$ cat config.mk
export PLATFORM = sky130hd
export DESIGN_NAME = load_use_scoreboard_flat
export DESIGN_NICKNAME = d
export VERILOG_FILES = /design/src/rtl/load_use_scoreboard_if.sv /design/src/rtl/load_use_scoreboard.sv /design/src/flat_wrapper.sv
export SDC_FILE = /design/constraint.sdc
export NUM_CORES = 1
export LEC_CHECK = 0
export BUFFER_PORTS_ARGS = -buffer_cell sky130_fd_sc_hd__buf_2
export CAP_MARGIN = 25
export CORE_UTILIZATION = 29
export CTS_CLUSTER_DIAMETER = 80
export DETAILED_ROUTE_END_ITERATION = 7
export PLACE_DENSITY = 0.74
export REMOVE_ABC_BUFFERS = 1
export SETUP_SLACK_MARGIN = 0.15
export SYNTH_ARGS = -nofsm -noshare
export SYNTH_HDL_FRONTEND = slang
export SYNTH_SLANG_ARGS = --single-unit
$ cat constraint.sdc
create_clock -name clk -period 2.62 [get_ports clk]
set_clock_uncertainty 0.1 [all_clocks]
set_input_delay 0.786 -clock clk [delete_from_list [all_inputs] [get_ports clk]]
set_output_delay 0.786 -clock clk [all_outputs]
set_load 0.05 [all_outputs]
$ cat src/rtl/load_use_scoreboard_if.sv
// Hazard-unit bundle: ID-stage sources, EX-stage load info and the resulting stall/bubble/pending.
// The pipeline side uses the master modport; the hazard unit uses slave.
interface load_use_scoreboard_if #(
    parameter int NREGS = 32
);
    localparam int REG_W = $clog2(NREGS);

    logic [REG_W-1:0] id_rs1;
    logic [REG_W-1:0] id_rs2;
    logic             id_rs1_used;
    logic             id_rs2_used;
    logic             ex_valid;
    logic             ex_mem_read;
    logic [REG_W-1:0] ex_rd;
    logic             flush;
    logic             stall;
    logic             bubble;
    logic [NREGS-1:0] pending;

    modport master (
        output id_rs1, id_rs2, id_rs1_used, id_rs2_used,
        output ex_valid, ex_mem_read, ex_rd, flush,
        input  stall, bubble, pending
    );

    modport slave (
        input  id_rs1, id_rs2, id_rs1_used, id_rs2_used,
        input  ex_valid, ex_mem_read, ex_rd, flush,
        output stall, bubble, pending
    );
endinterface

$ cat src/rtl/load_use_scoreboard.sv
// Load-use hazard unit: EX-stage compare plus per-register countdown for older loads.
// Optional macro HAZARD_STATS_EN adds saturating stall_cycles / hazard_events counters.
module load_use_scoreboard #(
    parameter  int NREGS    = 32,
    parameter  int LOAD_LAT = 1,
    localparam int REG_W    = $clog2(NREGS),
    localparam int CNT_W    = $clog2(LOAD_LAT + 1)
) (
    input  logic                  clk,
    input  logic                  rst,
    load_use_scoreboard_if.slave  bus
`ifdef HAZARD_STATS_EN
    ,
    output logic [31:0]           stall_cycles,
    output logic [31:0]           hazard_events
`endif
);

    logic [CNT_W-1:0] cnt_q [NREGS];
    logic [CNT_W-1:0] cnt_d [NREGS];
    logic             ex_load;
    logic             ex_hit;
    logic             sb_hit;
    logic             stall_int;

    always_comb begin
        ex_load = bus.ex_valid & bus.ex_mem_read & (bus.ex_rd != '0);
        ex_hit  = ex_load & ((bus.id_rs1_used & (bus.id_rs1 == bus.ex_rd)) |
                             (bus.id_rs2_used & (bus.id_rs2 == bus.ex_rd)));
        // cnt_q[0] never leaves zero, so x0 sources fall out naturally.
        sb_hit  = (bus.id_rs1_used & (cnt_q[bus.id_rs1] != '0)) |
                  (bus.id_rs2_used & (cnt_q[bus.id_rs2] != '0));
        stall_int = rst & ~bus.flush & (ex_hit | sb_hit);
    end

    assign bus.stall  = stall_int;
    assign bus.bubble = stall_int;

    always_comb begin
        for (int r = 0; r < NREGS; r++) begin
            cnt_d[r] = cnt_q[r];
            if (r == 0) begin
                cnt_d[r] = '0;
            end else if ((LOAD_LAT > 1) && ex_load && (bus.ex_rd == REG_W'(r))) begin
                // A newer load always carries the largest remaining latency.
                cnt_d[r] = CNT_W'(LOAD_LAT - 1);
            end else if (cnt_q[r] != '0) begin
                cnt_d[r] = cnt_q[r] - 1'b1;
            end
        end
    end

    always_ff @(posedge clk) begin
        for (int r = 0; r < NREGS; r++) begin
            if (!rst) begin
                cnt_q[r] <= '0;
            end else begin
                cnt_q[r] <= cnt_d[r];
            end
        end
    end

    always_comb begin
        for (int r = 0; r < NREGS; r++) begin
            bus.pending[r] = rst & ((cnt_q[r] != '0) | (ex_load & (bus.ex_rd == REG_W'(r))));
        end
    end

`ifdef HAZARD_STATS_EN
    logic [31:0] stall_cycles_q;
    logic [31:0] stall_cycles_d;
    logic [31:0] hazard_events_q;
    logic [31:0] hazard_events_d;
    logic        stall_prev_q;
    logic        stall_prev_d;

    always_comb begin
        stall_cycles_d  = stall_cycles_q;
        hazard_events_d = hazard_events_q;
        stall_prev_d    = stall_int;
        if (stall_int && (stall_cycles_q != '1)) begin
            stall_cycles_d = stall_cycles_q + 32'd1;
        end
        // An episode starts on the first stalled cycle after a non-stalled one.
        if (stall_int && !stall_prev_q && (hazard_events_q != '1)) begin
            hazard_events_d = hazard_events_q + 32'd1;
        end
    end

    always_ff @(posedge clk) begin
        if (!rst) begin
            stall_cycles_q  <= '0;
            hazard_events_q <= '0;
            stall_prev_q    <= 1'b0;
        end else begin
            stall_cycles_q  <= stall_cycles_d;
            hazard_events_q <= hazard_events_d;
            stall_prev_q    <= stall_prev_d;
        end
    end

    assign stall_cycles  = stall_cycles_q;
    assign hazard_events = hazard_events_q;
`endif

endmodule

$ cat src/flat_wrapper.sv
// flat-port wrapper written by rule: the top's interface ports become plain ports
module load_use_scoreboard_flat 
#(
    parameter  int NREGS    = 32,
    parameter  int LOAD_LAT = 1,
    localparam int REG_W    = $clog2(NREGS),
    localparam int CNT_W    = $clog2(LOAD_LAT + 1)
)
  (clk, rst, bus_id_rs1, bus_id_rs2, bus_id_rs1_used, bus_id_rs2_used, bus_ex_valid, bus_ex_mem_read, bus_ex_rd, bus_flush, bus_stall, bus_bubble, bus_pending);
  load_use_scoreboard_if #(.NREGS(NREGS)) bus_i ();
  input  logic clk;
  input  logic rst;
  input wire logic [$bits(bus_i.id_rs1)-1:0] bus_id_rs1;
  input wire logic [$bits(bus_i.id_rs2)-1:0] bus_id_rs2;
  input wire logic [$bits(bus_i.id_rs1_used)-1:0] bus_id_rs1_used;
  input wire logic [$bits(bus_i.id_rs2_used)-1:0] bus_id_rs2_used;
  input wire logic [$bits(bus_i.ex_valid)-1:0] bus_ex_valid;
  input wire logic [$bits(bus_i.ex_mem_read)-1:0] bus_ex_mem_read;
  input wire logic [$bits(bus_i.ex_rd)-1:0] bus_ex_rd;
  input wire logic [$bits(bus_i.flush)-1:0] bus_flush;
  output wire logic [$bits(bus_i.stall)-1:0] bus_stall;
  output wire logic [$bits(bus_i.bubble)-1:0] bus_bubble;
  output wire logic [$bits(bus_i.pending)-1:0] bus_pending;
  assign bus_i.id_rs1 = bus_id_rs1;
  assign bus_i.id_rs2 = bus_id_rs2;
  assign bus_i.id_rs1_used = bus_id_rs1_used;
  assign bus_i.id_rs2_used = bus_id_rs2_used;
  assign bus_i.ex_valid = bus_ex_valid;
  assign bus_i.ex_mem_read = bus_ex_mem_read;
  assign bus_i.ex_rd = bus_ex_rd;
  assign bus_i.flush = bus_flush;
  assign bus_stall = bus_i.stall;
  assign bus_bubble = bus_i.bubble;
  assign bus_pending = bus_i.pending;
  load_use_scoreboard #(.NREGS(NREGS), .LOAD_LAT(LOAD_LAT)) u_core (.clk(clk), .rst(rst), .bus(bus_i));
endmodule
==> results.md, run 1 <==
| Parameter | This run | Unit |
| --- | --- | --- |
| Worst endpoint type | primary output | - |
| Leading cell types by total area after synthesis | sky130_fd_sc_hd__nor2_1, sky130_fd_sc_hd__xor2_1, sky130_fd_sc_hd__or3_1, sky130_fd_sc_hd__xnor2_1, sky130_fd_sc_hd__nand2b_1 | - |
| Post-Syn Area per Cell | 5.779 | um^2 |
| Netlist area before placement | 485.5 | um^2 |
| Routability congestion estimate | 0.8153 | - |
| Die W | 42.92 | um |
| Outcome | aborted with a tool error | - |
| Total of warnings raised by yosys | 0 | - |
| Stage at which the flow ended | global routing | - |
| Initial Utilization | 31.49 | % |
| Sequential share of the synthesized area | 4.124 | % |
| Largest area contributor in the synthesized netlist | sky130_fd_sc_hd__nor2_1 | - |
| Largest net degree at the start of global routing | 10 | - |
| Post-CTS Hold Fix Bufs | 0 | - |
| Flip-flop and latch count after synthesis | 1 | - |
| Vertical die dimension | 42.92 | um |
| Placed instance count | 162 | - |
| Synth Instances | 84 | - |
| Top cell type's share of synthesized area | 23.97 | % |
| Port Buf Inserts | 54 | - |
| Detailed-placement wirelength estimate | 1470 | um |
| Total I/O pin count | 56 | - |
| Unique cell type count in the Yosys netlist | 23 | - |
| First error in the log | [ERROR DPL-0038] Utilization greater than 100%, impossible to legalize | - |
| Std-Cell Rows | 14 | - |
| Endpoint pin with the least setup slack after global-route repair | bus_bubble | - |
==> repair_timing <==
action                     CTS
cloned                       0
pin swaps                   16
setup endpoints to repair   33
setup buffers                2
resized for setup          117
==> cells in the mapped netlist, drive strengths merged <==
cell type	count
nor4	4
xor2	6
nand2	4
dfxtp	1
inv	1
nor2	31
conb	1
or2	2
o22ai	1
o21ai	1
buf	6
or3	7
and3	2
nand2b	4
nand3	2
a21oi	2
nand3b	2
clkbuf	1
xnor2	4
o311a	2
==> kinds of logic after synthesis <==
| logic type | after synthesis | share of synthesized area (%) |
|---|---|---|
| other cells | 1 | 0.7725 |
| buf+inv | 8 | 10.05 |
| compound gates | 6 | 9.280 |
| simple gates | 58 | 57.73 |
| xor+xnor | 10 | 18.04 |
| flops | 1 | 4.124 |
==> metrics by stage <==
step	instance area, um^2	util, %	setup slack [ns]
after CTS	1274	82.63	-0.1942
after detailed placement	852.1	55.28	-0.2489
after global placement	852.1	55.28	-0.2198
after floorplan	444.2	-	-1.001
==> inputs of run 2 (changes only) <==
- CORE_AREA: default -> 2 2 63 65
- CORE_UTILIZATION: 29 -> default
- CTS_CLUSTER_DIAMETER: 80 -> default
- DIE_AREA: default -> 0 0 65 67
- PLACE_DENSITY: 0.74 -> default
- PLACE_DENSITY_LB_ADDON: default -> 0.15
- SETUP_SLACK_MARGIN: 0.15 -> default
- clock period: 2.62 -> 3.4 ns (I/O delays scaled with it)
==> run 2 against run 1 <==
Effect of this change: the run now ends clean; synthesized cell count unchanged; synthesized area unchanged.
==> results.md, run 2 <==
| Parameter | This run | Unit | Delta |
| --- | --- | --- | --- |
| Biggest fanout along the worst timing path | 4 | - |  |
| ANT nets after route | 0 | - |  |
| Initial Utilization | 13.46 | % | was 31.49% |
| Top cells by instance count after synthesis | sky130_fd_sc_hd__nor2_1, sky130_fd_sc_hd__or3_1, sky130_fd_sc_hd__xor2_1 | - | unchanged |
| Number of pins exceeding their max-slew limit in the final report | 0 | - |  |
| Critical path depth in cells | 6 | - |  |
| Count of endpoints failing hold in the final timing report | 0 | - |  |
| Max Clock Freq | 299.6 | MHz |  |
| Count of flip-flops with a built-in enable after synthesis | 0 | - | unchanged |
| Post-CTS Setup Inserts | 0 | - | was 2 |
| Std-Cell Rows | 22 | - | was 14 |
| Number of antenna repair diodes | 0 | - |  |
| Synth Instances | 84 | - | unchanged |
| Setup violation total in the final timing report | 0 | - |  |
| Leakage power | 0.4474 | nW |  |
| Power per cell area | 95.28 | nW/um^2 |  |
| Leading cell types by total area after synthesis | sky130_fd_sc_hd__nor2_1, sky130_fd_sc_hd__xor2_1, sky130_fd_sc_hd__or3_1, sky130_fd_sc_hd__xnor2_1, sky130_fd_sc_hd__nand2b_1 | - | unchanged |
| Fraction of final layout cells sized beyond drive strength 1 | 48.59 | % |  |
| Setup crit start kind | primary input | - |  |
| Sequential share of the synthesized area | 4.124 | % | unchanged |
| Number of antenna violations at the first check in global routing | 0 | - |  |
| Vertical die dimension | 67 | um | was 42.92 um |
| Largest Register | u_core.cnt_q | - |  |
| Top delay family on crit path | simple AND/OR/NAND/NOR gates | - |  |
| Routed via count | 763 | - |  |
| First-pass GRT wire length | 3236 | um |  |
| Post-detailed-route wirelength per cell | 11.44 | um |  |
| Number of DRC violations after detailed routing | 0 | - |  |
| Number of cells traversed by the worst hold path | 3 | - |  |
| Flip-flop and latch count after synthesis | 1 | - | unchanged |
| Worst vdd rail ir drop | 0.05994 | mV |  |
| Total I/O pin count | 56 | - | unchanged |
| Max FFs per register | 1 | - |  |
| Period minus WS final | 3.338 | ns |  |
| Via density | 4.016 | - |  |
| Highest-count cells in the layout ignoring fill and taps | sky130_fd_sc_hd__buf_2, sky130_fd_sc_hd__nor2_1, sky130_fd_sc_hd__clkbuf_4, sky130_fd_sc_hd__buf_4 | - |  |
| Routed wire length | 2173 | um |  |
| Routability congestion estimate | 0.7655 | - | was 0.8153 |
| Drt initial violations | 22 | - |  |
| Sum of negative setup slack | 0 | ns |  |
| Die W | 65 | um | was 42.92 um |
| Outcome | completed | - | was aborted with a tool error |
| Main synth FF type | sky130_fd_sc_hd__dfxtp_1 | - | unchanged |
| Overflow after GRT | 0 | - |  |
| Total Power | 85.95 | uW |  |
| Leading cell type in the layout, fill and taps excluded | sky130_fd_sc_hd__buf_2 | - |  |
| Post-CTS Hold Fix Bufs | 0 | - | unchanged |
| Most frequent cell after synthesis | sky130_fd_sc_hd__nor2_1 | - | unchanged |
| Global-route total usage across every layer | 9.201 | % |  |
| Final #Nets | 166 | - |  |
| Fraction of synthesis flops using an asynchronous set or reset pin | 0 | % | unchanged |
| Min-Delay Startpoint | u_core.cnt_q[16] | - |  |
| Class of the tightest hold or removal check | register to output port | - |  |
| Unique cell type count in the Yosys netlist | 23 | - | unchanged |
| CP Buf/Inv Count | 3 | - |  |
| Via count of the first global-routing pass | 707 | - |  |
| Library cell contributing the largest single delay on the critical path | sky130_fd_sc_hd__or3_1 | - |  |
| Clock Pin Slew Worst Setup and Hold Paths | 0 | ns |  |
| Post-Syn Area per Cell | 5.779 | um^2 | unchanged |
| Final worst-path cycle share | 98.18 | % |  |
| Area growth from synthesis to final layout | 85.82 | % |  |
| Count of cells resized by post-cts repair | 0 | - | was 117 |
| Most common cell on crit path | sky130_fd_sc_hd__buf_2 | - |  |
| Setup repair after global routing missed its margin | true | - |  |
| Largest net degree at the start of global routing | 10 | - |  |
| Detailed-placement wirelength estimate | 1880 | um | was 1470 um |
| Type of the setup path with the least slack | primary input to output port | - |  |
| Required time of the critical path | 2.28 | ns |  |
| Core area | 3606 | um^2 |  |
| Cell breakdown of the critical path | buf_2 > buf_4 > nand2b_1 > or3_1 > nor2_1 > buf_2 | - |  |
| Total iterations of the first detailed-routing run | 3 | - |  |
| Netlist area before placement | 485.5 | um^2 | unchanged |
| Leading registers by flop count | u_core.cnt_q: 1 flops | - |  |
| Max capacitance violation total | 0 | - |  |
| Total of warnings raised by yosys | 0 | - | unchanged |
| Top cell type's share of synthesized area | 23.97 | % | unchanged |
| Critical path arrival | 2.22 | ns |  |
| Port Buf Inserts | 54 | - | unchanged |
| Largest area contributor in the synthesized netlist | sky130_fd_sc_hd__nor2_1 | - | unchanged |
| Die footprint | 4355 | um^2 |  |
| Setup crit end kind | output port | - |  |
| CP max stage delay | 0.39 | ns |  |
| Worst setup path startpoint | bus_ex_rd[1] | - |  |
==> run 2: per-stage QoR <==
stage / instances / cell area [um^2] / worst slack, ns / util [%] / hold slack, ns
after detailed placement: 190 / 849.6 / 0.04101 / 23.56 / 1.587
after global routing: 190 / 902.1 / -0.005181 / 25.02 / 1.644
after floorplan: 78 / 444.2 / -0.6895 / - / 1.439
after CTS: 190 / 849.6 / 0.04414 / 23.56 / 1.590
final: 190 / 902.1 / 0.06185 / 25.02 / 1.580
after global placement: 190 / 849.6 / 0.05860 / 23.56 / 1.592
==> run 2: path summary, 6_finish.rpt <==
check               to  slack (ns)
max    bus_pending[13]        0.06
min    bus_pending[16]        1.58
==> run 2: tightest hold or removal path: stages (launching register included) <==
cell                       delay [ns]
sky130_fd_sc_hd__dfxtp_1         0.30
sky130_fd_sc_hd__nand2_1         0.10
sky130_fd_sc_hd__o21ai_2         0.06
sky130_fd_sc_hd__clkbuf_4        0.20
==> run 2: cell families after synthesis <==
| logic type | Yosys count | synth area share (%) |
|---|---|---|
| buf+inv | 8 | 10.05 |
| flops | 1 | 4.124 |
| simple gates | 58 | 57.73 |
| compound gates | 6 | 9.280 |
| other cells | 1 | 0.7725 |
| xor+xnor | 10 | 18.04 |
==> run 2: where the power goes <==
part | switching (mW) | internal (mW)
combinational | 0.0416 | 0.0313
sequential | 0.000453 | 0.0126
clock | 0 | 0
total | 0.0421 | 0.0439
==> run 2: layout make-up <==
| class | count | area [um^2] |
|---|---|---|
| Tap cell | 48 | 60.06 |
| Inverter | 1 | 3.754 |
| Fill cell | 423 | 2704 |
| Multi-Input combinational cell | 76 | 427.9 |
| Timing Repair Buffer | 64 | 390.4 |
| Sequential cell | 1 | 20.02 |
==> run 2: layer usage <==
layer  track usage, %  part of all wire [%]  vias to the layer above
met5                0                     0                        -
met4                0                     0                        0
met3            1.520                   9.2                        0
met2            17.14                    49                       37
met1            11.71                    41                      333
li1                 -                     -                      393
(Power assumes the default switching activity.)
